$ cat src/rtl/regfile_wb_arbiter_if.sv
// Writeback bus between the requesters and the register-file write arbiter.
// Bypass ports exist only when REGFILE_WB_BYPASS_EN is defined.
interface regfile_wb_arbiter_if #(
  parameter int NREQ = 3,
  parameter int AW   = 5,
  parameter int DW   = 32
);
  logic                     stall;
  logic [NREQ-1:0]          req_valid;
  logic [NREQ-1:0][AW-1:0]  req_addr;
  logic [NREQ-1:0][DW-1:0]  req_data;
  logic [NREQ-1:0]          req_ready;
  logic                     we3;
  logic [AW-1:0]            wa3;
  logic [DW-1:0]            wd3;
  logic                     busy;
`ifdef REGFILE_WB_BYPASS_EN
  logic [AW-1:0]            ra1;
  logic [AW-1:0]            ra2;
  logic                     fwd1_hit;
  logic                     fwd2_hit;
  logic [DW-1:0]            fwd1_data;
  logic [DW-1:0]            fwd2_data;

  modport slave (
    input  stall, req_valid, req_addr, req_data, ra1, ra2,
    output req_ready, we3, wa3, wd3, busy, fwd1_hit, fwd2_hit, fwd1_data, fwd2_data
  );
  modport master (
    output stall, req_valid, req_addr, req_data, ra1, ra2,
    input  req_ready, we3, wa3, wd3, busy, fwd1_hit, fwd2_hit, fwd1_data, fwd2_data
  );
`else
  modport slave (
    input  stall, req_valid, req_addr, req_data,
    output req_ready, we3, wa3, wd3, busy
  );
  modport master (
    output stall, req_valid, req_addr, req_data,
    input  req_ready, we3, wa3, wd3, busy
  );
`endif
endinterface

$ cat src/rtl/regfile_wb_arbiter.sv
// Round-robin arbiter sharing the register-file write port among NREQ writeback units.
// Optional write-to-read forwarding enabled by REGFILE_WB_BYPASS_EN.
module regfile_wb_arbiter #(
  parameter int NREQ = 3,
  parameter int AW   = 5,
  parameter int DW   = 32
) (
  input  logic                 clk,
  input  logic                 reset,
  regfile_wb_arbiter_if.slave  bus
);
  localparam int PW = (NREQ > 1) ? $clog2(NREQ) : 1;

  logic [PW-1:0]   rr_ptr_r;
  logic [PW-1:0]   win_idx_s;
  logic [PW-1:0]   next_ptr_s;
  logic [PW-1:0]   idx_s;
  logic [NREQ-1:0] grant_s;
  logic            found_s;
  logic            xfer_s;
  logic            we3_r;
  logic [AW-1:0]   wa3_r;
  logic [DW-1:0]   wd3_r;

  // Search from rr_ptr for the first valid requester; reset and stall suppress any grant.
  always_comb begin
    grant_s   = '0;
    found_s   = 1'b0;
    win_idx_s = '0;
    idx_s     = '0;
    if (!reset && !bus.stall && (|bus.req_valid)) begin
      for (int k = 0; k < NREQ; k++) begin
        idx_s = PW'((int'(rr_ptr_r) + k) % NREQ);
        if (!found_s && bus.req_valid[idx_s]) begin
          found_s          = 1'b1;
          grant_s[idx_s]   = 1'b1;
          win_idx_s        = idx_s;
        end else begin
          found_s = found_s;
        end
      end
    end else begin
      grant_s = '0;
    end
  end

  assign xfer_s     = |grant_s;
  assign next_ptr_s = (win_idx_s == PW'(NREQ - 1)) ? '0 : win_idx_s + PW'(1);

  // Pointer advance and registered write port; writes to $0 complete but never assert we3.
  always_ff @(posedge clk or posedge reset) begin
    if (reset) begin
      rr_ptr_r <= '0;
      we3_r    <= 1'b0;
      wa3_r    <= '0;
      wd3_r    <= '0;
    end else if (xfer_s) begin
      rr_ptr_r <= next_ptr_s;
      we3_r    <= (bus.req_addr[win_idx_s] != '0);
      wa3_r    <= bus.req_addr[win_idx_s];
      wd3_r    <= bus.req_data[win_idx_s];
    end else begin
      we3_r    <= 1'b0;
    end
  end

  assign bus.req_ready = grant_s;
  assign bus.we3       = we3_r;
  assign bus.wa3       = wa3_r;
  assign bus.wd3       = wd3_r;
  assign bus.busy      = we3_r;

`ifdef REGFILE_WB_BYPASS_EN
  // Same-cycle read of the register being written returns the in-flight data.
  assign bus.fwd1_hit  = we3_r & (wa3_r == bus.ra1) & (bus.ra1 != '0);
  assign bus.fwd2_hit  = we3_r & (wa3_r == bus.ra2) & (bus.ra2 != '0);
  assign bus.fwd1_data = wd3_r;
  assign bus.fwd2_data = wd3_r;
`endif
endmodule

$ cat src/flat_wrapper.sv
// flat-port wrapper written by rule: the top's interface ports become plain ports
module regfile_wb_arbiter_flat 
#(
  parameter int NREQ = 3,
  parameter int AW   = 5,
  parameter int DW   = 32
)
  (clk, reset, bus_stall, bus_req_valid, bus_req_addr, bus_req_data, bus_req_ready, bus_we3, bus_wa3, bus_wd3, bus_busy);
  regfile_wb_arbiter_if #(.NREQ(NREQ), .AW(AW), .DW(DW)) bus_i ();
  input  logic clk;
  input  logic reset;
  input wire logic [$bits(bus_i.stall)-1:0] bus_stall;
  input wire logic [$bits(bus_i.req_valid)-1:0] bus_req_valid;
  input wire logic [$bits(bus_i.req_addr)-1:0] bus_req_addr;
  input wire logic [$bits(bus_i.req_data)-1:0] bus_req_data;
  output wire logic [$bits(bus_i.req_ready)-1:0] bus_req_ready;
  output wire logic [$bits(bus_i.we3)-1:0] bus_we3;
  output wire logic [$bits(bus_i.wa3)-1:0] bus_wa3;
  output wire logic [$bits(bus_i.wd3)-1:0] bus_wd3;
  output wire logic [$bits(bus_i.busy)-1:0] bus_busy;
  assign bus_i.stall = bus_stall;
  assign bus_i.req_valid = bus_req_valid;
  assign bus_i.req_addr = bus_req_addr;
  assign bus_i.req_data = bus_req_data;
  assign bus_req_ready = bus_i.req_ready;
  assign bus_we3 = bus_i.we3;
  assign bus_wa3 = bus_i.wa3;
  assign bus_wd3 = bus_i.wd3;
  assign bus_busy = bus_i.busy;
  regfile_wb_arbiter #(.NREQ(NREQ), .AW(AW), .DW(DW)) u_core (.clk(clk), .reset(reset), .bus(bus_i));
endmodule
$ cat config.mk
export PLATFORM = sky130hd
export DESIGN_NAME = regfile_wb_arbiter_flat
export DESIGN_NICKNAME = d
export VERILOG_FILES = /design/src/rtl/regfile_wb_arbiter_if.sv /design/src/rtl/regfile_wb_arbiter.sv /design/src/flat_wrapper.sv
export SDC_FILE = /design/constraint.sdc
export NUM_CORES = 1
export LEC_CHECK = 0
export CORE_ASPECT_RATIO = 0.75
export CORE_MARGIN = 1
export CORE_UTILIZATION = 41
export DETAILED_ROUTE_END_ITERATION = 8
export GPL_TIMING_DRIVEN = 0
export HOLD_SLACK_MARGIN = 0.06
export PLACE_DENSITY = 0.83
export SKIP_LAST_GASP = 1
export SLEW_MARGIN = 5
export SYNTH_ARGS = -nofsm -noshare
export SYNTH_HDL_FRONTEND = slang
export SYNTH_SLANG_ARGS = --single-unit
$ cat constraint.sdc
create_clock -name clk -period 3.3 [get_ports clk]
set_clock_uncertainty 0.05 [all_clocks]
set_input_delay 0.66 -clock clk [delete_from_list [all_inputs] [get_ports clk]]
set_output_delay 0.66 -clock clk [all_outputs]
set_load 0.1 [all_outputs]
==> impl_metrics.env, run 1 <==
export IMPL_outcome="completed"
export IMPL_maxCapViolations=0
export IMPL_multi_input_area_um2=1900
export IMPL_ant_nets=0
export IMPL_max_slew_margin=0.324
export IMPL_wl_mm=8.90
export IMPL_design_core_area_um2=7030
export IMPL_cts_root_buf="clkbuf_8"
export IMPL_regToRegStartpoint="u_core.rr_ptr_r[0]"
export IMPL_clkTransAtPathRegs_ns=0.08
export IMPL_tightest_slew_ns=1.01
export IMPL_hold_buffers=0
export IMPL_cts_setup_buffers=0
export IMPL_dp_hpwl_mm=7.02
export IMPL_min_period_ns=3.24
export IMPL_final_layout_size_suffix_gt1_frac=0.172
export IMPL_synth_top_area_frac=0.326
export IMPL_start_util=0.437
export IMPL_yosysSeqAreaShare=0.326
export IMPL_drt_pass1_iterations=4
export IMPL_clock_latency_ns=0.28
export IMPL_min_from="u_core.bus.wd3[22]"
export IMPL_grt_pass1_vias=2633
export IMPL_pwr_density_cell_nw_per_um2=1070
export IMPL_drt_iter0_markers=104
export IMPL_irDropWorstVdd_mv=0.607
export IMPL_boundaryPins=159
export IMPL_leakagePower_uw=0.00225
export IMPL_syn_inst=270
export IMPL_nFillCells=575
export IMPL_startpoint="bus_req_valid[0]"
export IMPL_fin_util=0.698
export IMPL_die_w_um=102
export IMPL_remaining_drc_errors=0
export IMPL_cts_htree_levels=2
export IMPL_maxSlewViolCount=0
export IMPL_worst_endpoint_required_ns=2.59
export IMPL_grt_max_degree=37
export IMPL_io_buffer_count=158
export IMPL_final_nets=557
export IMPL_numCtsBuffers=5
export IMPL_hold_violations=0
export IMPL_final_cell_mix="clkdlybuf4s50_1, mux2i_1, dfrtp_1, nand2_1, mux2_4"
export IMPL_critPathMaxFanout=7
export IMPL_hp_class="reg2reg"
export IMPL_n_antenna_cell=0
export IMPL_regToRegSetupSlack_ns=0.39
export IMPL_fin_crit_sh=0.983
export IMPL_syn_to_final_growth_pct=59.7
export IMPL_max_freq_mhz=308
export IMPL_tritoncts="done"
export IMPL_ys_ff_latch=40
export IMPL_layout_commonest_cell="clkdlybuf4s50_1"
export IMPL_final_seq_area_um2=1000
export IMPL_critPathKind="in2out"
export IMPL_clock_sinks=40
export IMPL_synth_warnings=0
export IMPL_rows=26
export IMPL_rsz0062_at_grt="false"
export IMPL_startpoint_type="input pin"
export IMPL_die_area_um2=7850
export IMPL_dpl_cell_area_um2=4820
export IMPL_fp_dieH_um=77.0
export IMPL_ys_types=41
export IMPL_cp_arrival_ns=2.53
export IMPL_synth_nets=391
export IMPL_gr_total_overflow=0
export IMPL_fin_setup_tns_ns=0
export IMPL_synth_area_top_cells="dfrtp_1, mux2i_1, mux2_4"
export IMPL_vias=2684
export IMPL_vias_per_cell=5.03
export IMPL_wl_per_cell_um=16.7
export IMPL_total_power_uw=5250
export IMPL_end_kind="output port"
export IMPL_gp_congestion=0.840
export IMPL_setup_viol=0
export IMPL_synth_cell_area_um2=3070
export IMPL_syn_area_per_cell_um2=11.4
export IMPL_grt_first_pass_wirelength_mm=13.4
export IMPL_design_area_um2=4910
export IMPL_track_usage=0.223
export IMPL_grt_antenna_before_repair=0
export IMPL_synth_top_area_cell="dfrtp_1"
export IMPL_ctsLongestPathBuffers=2
==> cell usage after synthesis <==
cell type  count
a211o_1        1
a21boi_1       1
a21oi_1        3
a221oi_1       1
and2_1         1
and3_4         1
buf_2          3
buf_4          2
buf_6          7
buf_8          3
clkbuf_1       5
dfrtp_1       40
ha_1           4
inv_1          5
inv_2          1
mux2_4        38
mux2i_1       77
mux2i_2        1
nand2_1       38
nand2b_1       4
nand3_1        1
nand3_4        1
nand3b_1       2
nand4_1        1
nor2_1         3
nor2b_1        3
nor3_1         1
nor4_1         1
o2111a_1       1
o2111ai_1      1
o211a_1        1
o211ai_1       1
o21a_1         3
o21ai_0        3
o21ai_1        4
o221a_1        1
o311ai_1       1
o31ai_2        1
or2_2          1
or3b_4         1
or4_1          2
==> power by group <==
group	total (uW)	switching [uW]	internal, uW
Combinational	4010	2640	1360
Sequential	892	146	746
Clock	350	164	186
==> flip-flops by register name (all words and copies together), names as in the netlist <==
| name | cells |
|---|---|
| u_core.bus.wd3 | 32 |
| u_core.bus.wa3 | 5 |
| u_core.rr_ptr_r | 2 |
| u_core.bus.busy | 1 |
==> per-layer routing <==
layer	wire length, um	GRT usage	vias up
met4	65	0.0443	0
met5	0	0	-
met3	772	0.0620	7
met1	3970	0.296	1277
li1	-	-	1288
met2	4080	0.361	112
==> per-stage QoR <==
stage | hold slack, ns | instances | setup WS (ns)
final | 0.462 | 534 | 0.0561
after CTS | 0.464 | 534 | -0.0891
after detailed placement | 0.442 | 527 | -0.667
after global placement | 0.442 | 526 | -0.615
after floorplan | 0.510 | 270 | 0.210
after global routing | 0.478 | 534 | 0.00164
==> final cells by class <==
class / count / share of cell area
repair buffers: 159 / 0.324
flip-flops and latches: 40 / 0.204
multi-input cells: 204 / 0.388
plain buffers: 20 / 0.0352
well taps: 98 / 0.0250
clock buffers: 7 / 0.0196
inverters: 6 / 0.00459
==> logic make-up after synthesis <==
family | share of synthesized area
buffers and inverters | 0.0635
adders and majority gates | 0.0163
muxes | 0.441
and+or+nand+nor | 0.0986
AOI/OAI and AO/OA | 0.0546
DFF | 0.326
==> path summary, 6_finish.rpt <==
path	endpoint	depth (start not counted)
hold reg to reg	u_core.bus.wd3[22]	1
min in group asynchronous	u_core.bus.wd3[22]	2
hold / removal	u_core.bus.wd3[22]	1
max in group asynchronous	u_core.bus.wd3[13]	3
setup reg to reg	u_core.bus.wd3[20]	10
setup / recovery	bus_req_ready[0]	7
==> critical path: stages <==
cell	delay (ns)
clkdlybuf4s50_1	0.64
mux2i_1	0.16
o21a_1	0.24
nand2b_1	0.16
o2111ai_1	0.10
and2_1	0.15
buf_2	0.42
==> timing repair <==
item                       CTS  global route
resized for setup           11             6
cloned                       0             0
hold endpoints to repair     0             0
pin swaps                    0             0
setup endpoints to repair    3             3
No activity file was read; power rests on OpenSTA's default activity.
==> run 2, diff against run 1 <==
- ABC_CLOCK_PERIOD_IN_PS: unset -> 3300
- RECOVER_POWER: unset -> 100
==> run 2 against run 1 <==
  * The flow now finishes with violations (capacitance limit, slew limit)
  * Global-route usage did not move
  * Register-to-register slack got worse by 0.16 ns
  * Via count barely moved
  * Worst hold slack got worse by 0.029 ns
  * Final area fell by 2.9%
  * Total power fell by 7.5%
  * Fmax rose by 0.17%
  * Largest cell class unchanged
  * First-iteration DRC count fell by 44%
  * Die area did not move
  * Combinational power fell by 9.2%
  * Worst setup slack improved by 0.0056 ns
  * Clock-buffer cell count did not move
  * Critical endpoint unchanged
  * Highest routed layer unchanged
==> impl_metrics.env, run 2 (synthesis results as in run 1) <==
export IMPL_rows=26
export IMPL_startpoint_type="input pin"
export IMPL_startpoint="bus_req_valid[0]"
export IMPL_hold_violations=0
export IMPL_start_util=0.437
export IMPL_tritoncts="done"
export IMPL_grt_first_pass_wirelength_mm=13.4
export IMPL_cts_setup_buffers=0
export IMPL_irDropWorstVdd_mv=0.588
export IMPL_layout_commonest_cell="clkdlybuf4s50_1"
export IMPL_die_w_um=102
export IMPL_cp_endpoint="bus_req_ready[0]"
export IMPL_syn_to_final_growth_pct=55.2
export IMPL_final_layout_size_suffix_gt1_frac=0.0917
export IMPL_slowest_stage="clkdlybuf4s50_1"
export IMPL_clock_sinks=40
export IMPL_final_seq_area_um2=1000
export IMPL_max_slew_margin=-0.315
export IMPL_grt_pass1_vias=2633
export IMPL_final_cell_mix="clkdlybuf4s50_1, mux2i_1, dfrtp_1, dlygate4sd3_1, nand2_1"
export IMPL_ant_nets=0
export IMPL_vias_per_cell=5.02
export IMPL_boundaryPins=159
export IMPL_hold_buffers=0
export IMPL_die_area_um2=7850
export IMPL_tightest_slew_ns=1.97
export IMPL_hp_class="reg2reg"
export IMPL_final_nets=557
export IMPL_fin_crit_sh=0.981
export IMPL_grt_antenna_before_repair=0
export IMPL_critPathKind="in2out"
export IMPL_dpl_worst_slack_ns=-0.667
export IMPL_maxCapViolations=1
export IMPL_pwr_density_cell_nw_per_um2=1020
export IMPL_critPathMaxFanout=7
export IMPL_track_usage=0.223
export IMPL_cp_arrival_ns=2.53
export IMPL_gr_total_overflow=0
export IMPL_nFillCells=614
export IMPL_vias=2682
export IMPL_rsz0062_at_grt="false"
export IMPL_worst_r2r_cell_count=10
export IMPL_design_core_area_um2=7030
export IMPL_leakagePower_uw=0.00216
export IMPL_clkTransAtPathRegs_ns=0.07
export IMPL_setup_viol=0
export IMPL_n_antenna_cell=0
export IMPL_min_period_ns=3.24
export IMPL_ctsLongestPathBuffers=2
export IMPL_wl_per_cell_um=16.5
export IMPL_drt_pass1_iterations=4
export IMPL_largest_reg_flops=32
export IMPL_fin_setup_tns_ns=0
export IMPL_numCtsBuffers=5
export IMPL_max_freq_mhz=309
export IMPL_cts_root_buf="clkbuf_8"
export IMPL_violations="capacitance limit, slew limit"
export IMPL_io_buffer_count=158
export IMPL_regToRegStartpoint="u_core.rr_ptr_r[0]"
export IMPL_drt_iter0_markers=58
export IMPL_worst_endpoint_required_ns=2.59
export IMPL_fp_dieH_um=77.0
export IMPL_remaining_drc_errors=0
export IMPL_dp_hpwl_mm=7.02
export IMPL_multi_input_area_um2=1780
export IMPL_clock_latency_ns=0.29
export IMPL_cts_htree_levels=2
export IMPL_outcome="finished, violations left"
export IMPL_path_cells="clkdlybuf4s50_1 -> mux2i_1 -> o21a_1 -> nand2b_1 -> o2111ai_1 -> and2_1 -> buf_2"
export IMPL_end_kind="output port"
export IMPL_fin_ws_ns=0.0617
export IMPL_cts_resized=11
export IMPL_grt_max_degree=37
export IMPL_regToRegSetupSlack_ns=0.23
export IMPL_r2r_end="u_core.bus.wd3[20]"
export IMPL_maxSlewViolCount=37
export IMPL_gp_congestion=0.840
export IMPL_wl_mm=8.83
export IMPL_cpPeakStageDelay_ns=0.63
==> run 2: worst max-delay path: cells and delay by family <==
kind	cells	cell delay (ns)
simple gates	2	0.32
compound gates	2	0.33
mux	1	0.15
buf+inv	2	1.05
==> run 2: how the worst min path moves through the flow <==
stage	from	to	slack [ns]	depth (start not counted)
after global routing	u_core.bus.wd3[2]	u_core.bus.wd3[2]	0.45	1
after detailed placement	u_core.bus.wa3[1]	u_core.bus.wa3[1]	0.44	1
after CTS	u_core.bus.wa3[1]	u_core.bus.wa3[1]	0.46	1
after global placement	u_core.bus.wa3[1]	u_core.bus.wa3[1]	0.44	1
final	u_core.bus.wd3[23]	u_core.bus.wd3[23]	0.43	1
after floorplan	u_core.rr_ptr_r[1]	u_core.rr_ptr_r[1]	0.51	2
==> run 2: power breakdown <==
group | switching [uW] | internal, uW | leakage (uW)
Combinational | 2610 | 1030 | 0.00163
Sequential | 123 | 744 | 0.000472
Clock | 167 | 186 | 0.0000503
==> run 2: layout make-up <==
cell class / instances / share of cell area
Clock buffer: 7 / 0.0202
Timing Repair Buffer: 159 / 0.330
Multi-Input combinational cell: 204 / 0.373
Sequential cell: 40 / 0.210
Tap cell: 98 / 0.0257
Buffer: 20 / 0.0362
Inverter: 6 / 0.00473
==> run 2: through the flow <==
step                      instance area, um^2  total power [uW]  utilization  hold slack [ns]  cells
after floorplan                          3090              4000            -            0.510    270
after global placement                   4800              4860        0.683            0.442    526
after detailed placement                 4820              4910        0.686            0.442    527
after CTS                                4910              5270        0.699            0.464    534
after global routing                     4770              5050        0.678            0.452    534
final                                    4770              4860        0.678            0.433    534
==> run 2: routing by layer <==
metal | global-route usage | vias up | share of wire
li1 | - | 1292 | -
met1 | 0.296 | 1273 | 0.45
met2 | 0.361 | 110 | 0.46
met3 | 0.0620 | 7 | 0.086
met4 | 0.0443 | 0 | 0.0074
met5 | 0 | - | 0
==> run 3, diff against run 2 <==
- RECOVER_POWER: 100 -> 25
==> run 3 against run 2 <==
  * The run still ends with capacitance limit, slew limit left
  * Cell count unchanged
  * Clock-buffer cell count unchanged
  * Wire length increased by 0.68%
  * Non-clock buffer count unchanged
  * Critical path depth unchanged
  * Sequential share of layout area decreased by 0.53 points
  * Total power increased by 8.0%
  * Via count decreased by 0.19%
  * Critical endpoint unchanged
  * Highest routed layer unchanged
==> impl_metrics.env, run 3 (synthesis results as in run 1) <==
export IMPL_design_core_area_um2=7030
export IMPL_final_layout_size_suffix_gt1_frac=0.167
export IMPL_cts_setup_buffers=0
export IMPL_drt_iter0_markers=106
export IMPL_hp_class="reg2reg"
export IMPL_fin_cells=534
export IMPL_maxSlewViolCount=37
export IMPL_track_usage=0.223
export IMPL_p_sw_uw=2950
export IMPL_io_buffer_count=158
export IMPL_ctsLongestPathBuffers=2
export IMPL_critPathKind="in2out"
export IMPL_startpoint_type="input pin"
export IMPL_dp_hpwl_mm=7.02
export IMPL_outcome="finished, violations left"
export IMPL_end_kind="output port"
export IMPL_leakagePower_uw=0.00224
export IMPL_layout_commonest_cell="clkdlybuf4s50_1"
export IMPL_violations="capacitance limit, slew limit"
export IMPL_gr_total_overflow=0
export IMPL_drt_pass1_iterations=4
export IMPL_clkTransAtPathRegs_ns=0.08
export IMPL_start_util=0.437
export IMPL_max_freq_mhz=310
export IMPL_wl_per_cell_um=16.7
export IMPL_syn_to_final_growth_pct=59.2
export IMPL_grt_use_met1=0.296
export IMPL_gp_congestion=0.840
export IMPL_p_comb_frac=0.763
export IMPL_final_cell_mix="clkdlybuf4s50_1, mux2i_1, dfrtp_1, nand2_1, mux2_4"
export IMPL_irDropWorstVdd_mv=0.607
export IMPL_slowest_stage="clkdlybuf4s50_1"
export IMPL_hold_violations=0
export IMPL_die_w_um=102
export IMPL_p_clk_frac=0.067
export IMPL_whs_ns=0.462
export IMPL_fin_ws_ns=0.0726
export IMPL_wl_mm=8.89
export IMPL_grtUsageMet2=0.361
export IMPL_final_nets=557
export IMPL_grt_antenna_before_repair=0
export IMPL_grt_first_pass_wirelength_mm=13.4
export IMPL_remaining_drc_errors=0
export IMPL_clock_sinks=40
export IMPL_cpPeakStageDelay_ns=0.63
export IMPL_tightest_slew_ns=1.95
export IMPL_fin_crit_sh=0.978
export IMPL_path_cells="clkdlybuf4s50_1 -> mux2i_1 -> o21a_1 -> nand2b_1 -> o2111ai_1 -> and2_1 -> buf_2"
export IMPL_boundaryPins=159
export IMPL_max_slew_margin=-0.300
export IMPL_cp_arrival_ns=2.52
export IMPL_ant_nets=0
export IMPL_fin_util=0.696
export IMPL_setup_viol=0
export IMPL_intPower_uw=2290
export IMPL_numCtsBuffers=5
export IMPL_grt_busiest_layer="met2"
export IMPL_min_period_ns=3.23
export IMPL_maxCapViolations=1
export IMPL_worst_endpoint_required_ns=2.59
export IMPL_fp_dieH_um=77.0
export IMPL_tritoncts="done"
export IMPL_clock_latency_ns=0.28
export IMPL_seqPwrFrac=0.170
export IMPL_nFillCells=578
export IMPL_dpl_worst_slack_ns=-0.667
export IMPL_grt_max_degree=37
export IMPL_cts_htree_levels=2
export IMPL_pwr_density_cell_nw_per_um2=1070
export IMPL_grt_util_met3=0.0620
export IMPL_cts_root_buf="clkbuf_8"
export IMPL_vias=2677
export IMPL_rows=26
export IMPL_rsz0062_at_grt="false"
export IMPL_grt_pass1_vias=2633
export IMPL_p_sw_frac=0.563
export IMPL_n_antenna_cell=0
export IMPL_critPathMaxFanout=7
export IMPL_vias_per_cell=5.01
export IMPL_place_inst=527
export IMPL_largest_reg_flops=32
export IMPL_die_area_um2=7850
## run 3: final timing paths
kind | startpoint | to | slack [ns] | cells past startpoint
max in group asynchronous | reset | u_core.bus.wd3[13] | 0.56 | 3
worst max-delay path | bus_req_valid[0] | bus_req_ready[0] | 0.07 | 7
min in group asynchronous | reset | u_core.bus.wa3[3] | 0.55 | 2
worst max register to register | u_core.rr_ptr_r[0] | u_core.bus.wd3[20] | 0.39 | 10
worst min register to register | u_core.bus.wd3[22] | u_core.bus.wd3[22] | 0.46 | 1
worst min-delay path | u_core.bus.wd3[22] | u_core.bus.wd3[22] | 0.46 | 1
## run 3: power by group through the flow
stage	Clock, uW	Sequential, uW	Combinational, uW
finish	353	892	4000
global route	375	925	4140
CTS	359	894	4020
detailed placement	0	895	4010
global placement	0	889	3970
floorplan	0	2620	1380
## run 3: what timing repair did
item	in CTS	in global routing
hold buffers	0	0
endpoints found under the setup margin	3	3
gates resized for setup	11	6
## run 3: per-stage QoR
stage | instance area, um^2 | TNS, ns | total power [uW]
detailed placement | 4820 | -2.75 | 4910
floorplan | 3090 | 0 | 4000
global placement | 4800 | -2.62 | 4860
global route | 4890 | 0 | 5440
CTS | 4910 | -0.0891 | 5270
finish | 4890 | 0 | 5250
## run 3: layout make-up
class	count	area [um^2]	area share
multi-input combinational	204	1900	0.389
timing repair buffer	159	1570	0.322
sequential	40	1000	0.205
buffer	20	173	0.0353
tap	98	123	0.0251
clock buffer	7	96.3	0.0197
inverter	6	22.5	0.00461
## run 3: worst max-delay path, delay by kind of cell
| family | cells | cell delay [ns] |
|---|---|---|
| AOI/OAI and AO/OA | 2 | 0.34 |
| buffers and inverters | 2 | 1.05 |
| muxes | 1 | 0.16 |
| and+or+nand+nor | 2 | 0.31 |
## run 3: metal layers
metal  up-vias  part of all wire
li1       1288                 -
met1      1272              0.44
met2       110              0.46
met3         7             0.087
met4         0            0.0072
met5         -                 0
